File: src/rtl/sar_result_fifo.sv
// sar_result_fifo: rebuilds 8-bit SAR codes MSB-first from the one-hot
// bit-enable bus. It aborts on an illegal enable sequence and queues finished
// codes in a first-word-fall-through FIFO with a valid/ready output.
module sar_result_fifo #(
  parameter int   DEPTH    = 4,
  parameter logic COMP_INV = 1'b0
) (
  input  logic                   CLK,
  input  logic                   RESET,
  input  logic                   VCOMP,
  input  logic [6:0]             OUTEN,
  input  logic                   SAR_RESET,
  output logic [7:0]             DOUT,
  output logic                   DVALID,
  input  logic                   DREADY,
  output logic [$clog2(DEPTH):0] LEVEL,
  output logic                   OVERFLOW,
  output logic                   SEQERR
);

  localparam int AW = $clog2(DEPTH);

  localparam logic [1:0] ST_IDLE  = 2'd0;
  localparam logic [1:0] ST_TRIAL = 2'd1;
  localparam logic [1:0] ST_LSB   = 2'd2;

  localparam logic [6:0]  OUTEN_MSB  = 7'b1000000;
  localparam logic [6:0]  OUTEN_NONE = 7'b0000000;
  localparam logic [AW:0] PTR_ONE    = {{AW{1'b0}}, 1'b1};

  // capture FSM
  logic [1:0]  state_r, state_nxt_s;
  logic [2:0]  k_r, k_nxt_s;
  logic [7:0]  shreg_r, shreg_nxt_s;
  logic        seqerr_r, seqerr_nxt_s;
  logic        comp_s;
  logic        push_s;
  logic [7:0]  push_word_s;

  // FIFO
  logic [7:0]  mem_r [DEPTH];
  logic [AW:0] wr_ptr_r, rd_ptr_r, wr_ptr_nxt_s, rd_ptr_nxt_s;
  logic [AW:0] level_r, level_nxt_s;
  logic [7:0]  dout_r, head_s;
  logic        dvalid_r, overflow_r;
  logic        full_s, pop_s, push_ok_s, drop_s, empty_nxt_s;

  assign comp_s   = VCOMP ^ COMP_INV;
  assign DOUT     = dout_r;
  assign DVALID   = dvalid_r;
  assign LEVEL    = level_r;
  assign OVERFLOW = overflow_r;
  assign SEQERR   = seqerr_r;

  // Next-state logic: shift the comparator bit in on each legal enable step,
  // flag and abort on any deviation (a stray MSB enable restarts at once).
  always_comb begin
    state_nxt_s  = state_r;
    k_nxt_s      = k_r;
    shreg_nxt_s  = shreg_r;
    seqerr_nxt_s = 1'b0;
    push_s       = 1'b0;
    push_word_s  = {shreg_r[6:0], comp_s};
    case (state_r)
      ST_IDLE: begin
        if (OUTEN == OUTEN_MSB) begin
          shreg_nxt_s = {7'd0, comp_s};
          k_nxt_s     = 3'd5;
          state_nxt_s = ST_TRIAL;
        end else begin
          shreg_nxt_s = 8'd0;
          state_nxt_s = ST_IDLE;
        end
      end
      ST_TRIAL: begin
        if ((OUTEN == (7'd1 << k_r)) && !SAR_RESET) begin
          shreg_nxt_s = {shreg_r[6:0], comp_s};
          if (k_r == 3'd0) begin
            state_nxt_s = ST_LSB;
          end else begin
            k_nxt_s = k_r - 3'd1;
          end
        end else if (OUTEN == OUTEN_MSB) begin
          seqerr_nxt_s = 1'b1;
          shreg_nxt_s  = {7'd0, comp_s};
          k_nxt_s      = 3'd5;
          state_nxt_s  = ST_TRIAL;
        end else begin
          seqerr_nxt_s = 1'b1;
          shreg_nxt_s  = 8'd0;
          state_nxt_s  = ST_IDLE;
        end
      end
      ST_LSB: begin
        if ((OUTEN == OUTEN_NONE) && !SAR_RESET) begin
          push_s      = 1'b1;
          shreg_nxt_s = 8'd0;
          state_nxt_s = ST_IDLE;
        end else if (OUTEN == OUTEN_MSB) begin
          seqerr_nxt_s = 1'b1;
          shreg_nxt_s  = {7'd0, comp_s};
          k_nxt_s      = 3'd5;
          state_nxt_s  = ST_TRIAL;
        end else begin
          seqerr_nxt_s = 1'b1;
          shreg_nxt_s  = 8'd0;
          state_nxt_s  = ST_IDLE;
        end
      end
      default: begin
        shreg_nxt_s = 8'd0;
        k_nxt_s     = 3'd0;
        state_nxt_s = ST_IDLE;
      end
    endcase
  end

  // Capture FSM registers and the registered sequence-error pulse.
  always_ff @(posedge CLK) begin
    if (RESET) begin
      state_r  <= ST_IDLE;
      k_r      <= 3'd0;
      shreg_r  <= 8'd0;
      seqerr_r <= 1'b0;
    end else begin
      state_r  <= state_nxt_s;
      k_r      <= k_nxt_s;
      shreg_r  <= shreg_nxt_s;
      seqerr_r <= seqerr_nxt_s;
    end
  end

  // FIFO bookkeeping. The head is computed from the post-edge pointers so the
  // registered DOUT already shows a word written into an empty FIFO.
  always_comb begin
    full_s    = (wr_ptr_r[AW] != rd_ptr_r[AW]) &&
                (wr_ptr_r[AW-1:0] == rd_ptr_r[AW-1:0]);
    pop_s     = dvalid_r && DREADY;
    push_ok_s = push_s && (!full_s || pop_s);
    drop_s    = push_s && full_s && !pop_s;
    if (push_ok_s) begin
      wr_ptr_nxt_s = wr_ptr_r + PTR_ONE;
    end else begin
      wr_ptr_nxt_s = wr_ptr_r;
    end
    if (pop_s) begin
      rd_ptr_nxt_s = rd_ptr_r + PTR_ONE;
    end else begin
      rd_ptr_nxt_s = rd_ptr_r;
    end
    if (push_ok_s && (wr_ptr_r == rd_ptr_nxt_s)) begin
      head_s = push_word_s;
    end else begin
      head_s = mem_r[rd_ptr_nxt_s[AW-1:0]];
    end
    empty_nxt_s = (wr_ptr_nxt_s == rd_ptr_nxt_s);
    level_nxt_s = wr_ptr_nxt_s - rd_ptr_nxt_s;
  end

  // FIFO storage; reset only blocks the write, stale contents are unreachable.
  always_ff @(posedge CLK) begin
    if (push_ok_s && !RESET) begin
      mem_r[wr_ptr_r[AW-1:0]] <= push_word_s;
    end
  end

  // Pointers and registered outputs; DOUT holds its last word when empty.
  always_ff @(posedge CLK) begin
    if (RESET) begin
      wr_ptr_r   <= {(AW+1){1'b0}};
      rd_ptr_r   <= {(AW+1){1'b0}};
      level_r    <= {(AW+1){1'b0}};
      dout_r     <= 8'h00;
      dvalid_r   <= 1'b0;
      overflow_r <= 1'b0;
    end else begin
      wr_ptr_r <= wr_ptr_nxt_s;
      rd_ptr_r <= rd_ptr_nxt_s;
      level_r  <= level_nxt_s;
      dvalid_r <= !empty_nxt_s;
      if (!empty_nxt_s) begin
        dout_r <= head_s;
      end
      if (drop_s) begin
        overflow_r <= 1'b1;
      end
    end
  end

endmodule

File: config.mk
export PLATFORM = sky130hd
export DESIGN_NAME = sar_result_fifo
export DESIGN_NICKNAME = d
export VERILOG_FILES = /design/src/rtl/sar_result_fifo.sv
export SDC_FILE = /design/constraint.sdc
export NUM_CORES = 1
export LEC_CHECK = 0
export ABC_AREA = 1
export ABC_CLOCK_PERIOD_IN_PS = 2620
export BUFFER_PORTS_ARGS = -buffer_cell sky130_fd_sc_hd__buf_2
export CAP_MARGIN = 10
export CORE_ASPECT_RATIO = 1.1
export CORE_MARGIN = 1.5
export CORE_UTILIZATION = 38
export CTS_BUF_LIST = sky130_fd_sc_hd__clkbuf_4
export CTS_CLUSTER_DIAMETER = 50
export CTS_CLUSTER_SIZE = 40
export DETAILED_ROUTE_END_ITERATION = 10
export GPL_TIMING_DRIVEN = 1
export HOLD_SLACK_MARGIN = 0.12
export PLACE_DENSITY_LB_ADDON = 0.05
export SKIP_LAST_GASP = 1
export SLEW_MARGIN = 20
export SYNTH_ARGS = -nofsm -noshare
export SYNTH_HDL_FRONTEND = slang
export SYNTH_SLANG_ARGS = --single-unit
File: constraint.sdc
create_clock -name CLK -period 2.62 [get_ports CLK]
set_clock_uncertainty 0.15 [all_clocks]
set_input_delay 0.524 -clock CLK [delete_from_list [all_inputs] [get_ports CLK]]
set_output_delay 0.524 -clock CLK [all_outputs]
set_load 0.01 [all_outputs]
=== Word level (Yosys, flattened, before mapping) ===
Memory sizes are Yosys's and may differ from the RTL's.
Cells that the tools add are included.

* Register bits after elaboration: 32
* Latch bits: 0
* Bits in writable memories: 32
* Memory bits (read-only): 0
* Input bits: 12
* Output and inout bits: 14
* Word-level logic and storage cells: 70
* Memories kept: 1

* $add $sub $neg: 4
* Multiply operators: 0
* Divide/modulo/power cells: 0
* Order comparisons: 0
* Equality and inequality tests: 11
* Shifts and indexed selects: 1
* Mux-type cells: 24
* Bitwise operators: 0
* Reduce and logical (&&, ||, !) cells: 19

{| class="wikitable"
|+ Memory list
! memory !! depth !! bits a word !! rd ports !! clocked after memory_dff !! wr ports !! RTL line !! RTL
|-
| mem_r || 4 || 8 || 1 || 0 || 1 || 41 || <nowiki>logic [7:0] mem_r [DEPTH];</nowiki>
|}

{| class="wikitable"
|+ Operators with widths
! operator !! count
|-
| $pmux W7 S3 || 1
|-
| $mux W3 || 6
|-
| $logic_and A1 B1 Y1 || 9
|-
| $mux W1 || 9
|-
| $pmux W3 S3 || 1
|-
| $mux W8 || 1
|-
| $eq A7 B7 Y1 || 1
|-
| $eq A7 B7 Y1 const B || 1
|-
| $logic_not A7 Y1 || 1
|-
| $mux W7 || 1
|-
| $shl A1 B3 Y7 const A || 1
|-
| $add A3 B1 Y3 const B || 2
|-
| $eq A3 B3 Y1 || 2
|-
| $mux W2 || 3
|-
| $ne A3 B3 Y1 const B || 2
|-
| $pmux W2 S3 || 1
|-
| $logic_not A1 Y1 || 5
|-
| $logic_not A3 Y1 || 1
|-
| $sub A3 B1 Y3 const B || 1
|-
| $sub A3 B3 Y3 || 1
|-
| $eq A2 B1 Y1 const B || 1
|-
| $eq A2 B2 Y1 || 1
|-
| $eq A2 B2 Y1 const B || 1
|-
| $logic_not A2 Y1 || 1
|-
| 5 further kinds || 5
|}

=== Depth between registers and ports, before layout ===
* Depth in word-level cells: 8
* Depth in mapped cells: 17
* Mapped depth without buffers: 17

=== Worst setup path before layout ===
OpenSTA, ideal clock, no wires.

* Path type: input to register
* Start point: input OUTEN[1]
* End point: register dout_r[2], in the netlist DOUT[2]
* Setup time: 0.112 ns
* Arrival time: 2.257 ns
* Required time: 2.358 ns
* Slack: 0.101 ns
* Stages: 13
* Cells stage by stage: nor2_2 > nand3_2 > nor3_4 > inv_2 > nor2_8 > xor2_1 > ha_1 > nand2_1 > clkinv_1 > nand2_1 > inv_2 > nor2_1 > nor2_1

* Cells in the longest elaborated chain, start to end: 7
* Elaborated cells on any way between the ends: 9
* Those cells by class: 1 x eq/ne; 4 x mux; 4 x reduce/logical

{| class="wikitable"
|+ Ends and longest elaborated chain
! item !! RTL line !! RTL
|-
| start, declared || 11 || <nowiki>input logic [6:0] OUTEN,</nowiki>
|-
| $logic_not A7 Y1 * || 95 || <nowiki>if ((OUTEN == OUTEN_NONE) && !SAR_RESET) begin</nowiki>
|-
| $logic_and A1 B1 Y1 * || 95 ||
|-
| $mux W1 * || 95 ||
|-
| $mux W1 * || 64 || <nowiki>case (state_r)</nowiki>
|-
| $logic_and A1 B1 Y1 * || 139 || <nowiki>push_ok_s = push_s && (!full_s || pop_s);</nowiki>
|-
| $mux W3 or $logic_and A1 B1 Y1 (tied branches) || 141, 151 ||
|-
| $eq A3 B3 Y1 or $mux W8 (tied branches) || 156, 151 ||
|-
| end signal, assigned || 182 || <nowiki>dout_r <= head_s;</nowiki>
|-
| end, declared || 44 || <nowiki>logic [7:0] dout_r, head_s;</nowiki>
|}

Mark *: on every way between the ends. The rest lies on a longest branch, timed or not.
A chain may end at the register's enable or synchronous reset.

=== Final worst setup path ===
* Start point: register state_r[0]
* End point: register level_r[2], in the netlist LEVEL[2]

* Cells in the longest elaborated chain, start to end: 5

{| class="wikitable"
|+ Ends and longest elaborated chain
! item !! RTL line !! RTL
|-
| start, declared || 32 || <nowiki>logic [1:0] state_r, state_nxt_s;</nowiki>
|-
| start signal, assigned || 126 || <nowiki>state_r <= state_nxt_s;</nowiki>
|-
| $eq A2 B2 Y1 || 64 ||
|-
| $mux W1 || 64 ||
|-
| $logic_and A1 B1 Y1 || 139 ||
|-
| $mux W3 || 141 || <nowiki>if (push_ok_s) begin</nowiki>
|-
| $sub A3 B3 Y3 || 157 || <nowiki>level_nxt_s = wr_ptr_nxt_s - rd_ptr_nxt_s;</nowiki>
|-
| end signal, assigned || 172 || <nowiki>level_r <= {(AW+1){1'b0}};</nowiki>
|-
| end signal, assigned || 179 || <nowiki>level_r <= level_nxt_s;</nowiki>
|-
| end, declared || 43 || <nowiki>logic [AW:0] level_r, level_nxt_s;</nowiki>
|}

Every way passes these cells.

==> results by group <==
Logic synthesis
  • Mapped Cells: 385
  • Seq cells post-synth: between 60 and 70
  • Seq/Total Area, Yosys: 0.485
  • Syn nets: 414
  • Synth warn: 0
  • Area share of the largest cell type after synthesis: 0.291
  • Synth unique cells: 40
  • Post-synth EDFFs: 32
  • Syn Area/Cell: 8.58 um2
  • Synthesized cell area: 3300 um2
  • Top_reg_cell synth: edfxtp_1
  • Async set-reset flop share out of synthesis: 0
  • Post-synth top area cell: edfxtp_1
  • Ranking of synthesized cells by area: edfxtp_1, dfxtp_1, nand2_1

Cells and area
  • Nets@finish: about 460
  • Commonest cells after routing, fill and taps aside: nand2_1, inv_1, nor2_1, dfxtp_1, edfxtp_1
  • Ant. Diodes: 0
  • Commonest non-fill, non-tap cell in the layout: nand2_1
  • Area grow syn2layout: 14.5%
  • Util after Layout: 0.450
  • Final instance area: roughly 3800 um2
  • Fraction of layout cells with a size suffix above 1: 0.199

Timing
  • Setup TNS: 0 ns
  • Max Clock Freq: about 0.41 GHz
  • Tmin final: between 2 and 2.5 ns
  • Fin worst setup slack: roughly 0.16 ns
  • Final Hold Viols: 0
  • RSZ-0062 raised after global routing: no
  • Final setup viols: 0
  • Fin. max-slew vios: 0
  • Tightest Pin Transition: just under 0.4 ns
  • Final Cycle Share: 0.940
  • Relative slew slack: 0.737

Clock tree
  • Post-CTS sizing: 0
  • Clock Latency Late Sink: about 0.41 ns
  • Worst-path clk slew: 0.12 ns
  • CTS Hold Bufs: 0
  • H-tree depth: 3
  • Post-CTS Setup Bufs: 0
  • Number of clock sinks: 64
  • CTS tree: built
  • CTS max path bufs: 2
  • Cts bufs inserted: 9
  • Root Buffer: clkbuf_4

Placed design
  • Placer congestion estimate: roughly 0.83
  • Pre-CTS worst setup slack: around 0.03 ns
  • Placed inst area: around 3600 um2
  • Input/output buffers: 25
  • Dpl hpwl: 5300 um

Route
  • ANT nets after route: 0
  • DRC viols: 0
  • Drt pass-1 iters: 4
  • WL/cell: 13.2 um
  • Vias/cell: between 4 and 5
  • Drt initial violations: between 100 and 150
  • Routed wire length: 7190 um
  • Vias: approximately 2500

Run status
  • Status: completed

Power and ir drop
  • LEAKAGE: approximately 1.6 nW
  • Peak VDD IR: approximately 0.33 mV
  • Power per Cell Area: 588 nW/um2

Global route
  • Largest net degree at the start of global routing: 28
  • Gr ovfl total: 0
  • GRT Overall Usage: 0.169
  • First-pass GRT wire length: 11800 um
  • Vias in the first global route: 2392
  • Initial antenna violation count: 0

Floorplanning
  • Die Width: 91.9 um
  • # IOs: 26
  • Core ar.: roughly 8400 um2
  • Core Rows: 35
  • Area of the die: around 9000 um2
  • Initial Util: 0.393
  • Chip height: just over 100 um

Job
  • Max cap viols: 0

Critical path
  • Critical path startpoint category: flop
  • Critical path arrival: 2.66 ns
  • Critical path class: reg -> reg
  • Worst R2R Setup Slack: 0.16 ns
  • Data required time of the critical path: 2.81 ns
  • Crit path launch: state_r[0]
  • Worst Setup End Kind: flop
  • Crit Path Max Fanout: 4
  • R2R Path Start: state_r[0]

Worst hold path
  • Hold wc startpoint: RESET
  • Hold WC Path Type: in -> reg
==> report_power, final <==
part / internal (mW) / switching (mW)
Sequential: 1.08 / 0.0198
Clock: 0.386 / 0.376
Combinational: 0.140 / 0.225
==> critical path, cell delays in order, from the launching register on <==
cell and delay (ns):
dfxtp_1 0.36, inv_1 0.09, ha_1 0.17, bufinv_8 0.18
nor3_4 0.19, inv_2 0.09, nor2_8 0.12, xor2_1 0.09
ha_1 0.22, fa_1 0.38, or2_1 0.25, a21oi_2 0.12
==> layout make-up <==
type	instances	area, um2
fill	858	4630
clock inverter	7	95.1
inverter	55	223
sequential	64	1600
clock buffer	9	67.6
timing repair buffer	40	238
multi-input combinational	258	1420
tap	111	139
==> cell usage after synthesis (all sizes together) (4+ instances only) <==
master and n:
a21oi 22, nand2 96, buf 7, ha 16, clkinv 4, edfxtp 32
o21ai 29, nand3b 5, nor3 5, inv 50, nand3 22, nor2 47
xor2 4, dfxtp 32
==> through the flow <==
stage,total power [mW],cells,hold WS (ns)
after floorplan,1.35,385,0.310
after global placement,1.49,528,0.309
after detailed placement,1.49,528,0.317
after CTS,2.25,544,0.196
after global routing,2.35,544,0.214
final,2.22,544,0.209
==> registers in the layout, summed over array words and instances (netlist names), 2 cells and up <==
name      cells
mem_r        32
wr_ptr_r      3
k_r           3
shreg_r       7
LEVEL         3
DOUT          8
state_r       2
rd_ptr_r      3
==> layer usage <==
metal / global-route usage / vias up / routed length [um]
li1: - / 1326 / -
met1: 0.234 / 1148 / 3660
met2: 0.264 / 43 / 3250
met3: 0.0339 / 8 / 191
met4: 0.0568 / 0 / 91
met5: 0 / - / 0
==> worst paths after layout <==
check	end	cells past startpoint
min	k_r[1]	2
max reg2reg	LEVEL[2]	11
max	LEVEL[2]	11
min reg2reg	OVERFLOW	2
==> cell families (layout without fill, tap and decap cells) <==
group | after synthesis | count (layout) | share of synthesized area
compound gates | 56 | 56 | 0.0921
xor+xnor | 6 | 6 | 0.0182
fa+ha+maj | 17 | 17 | 0.0667
buf+inv | 63 | 111 | 0.0856
flops | 64 | 64 | 0.485
simple gates | 179 | 179 | 0.252
Power figures use the tool's default switching activity.
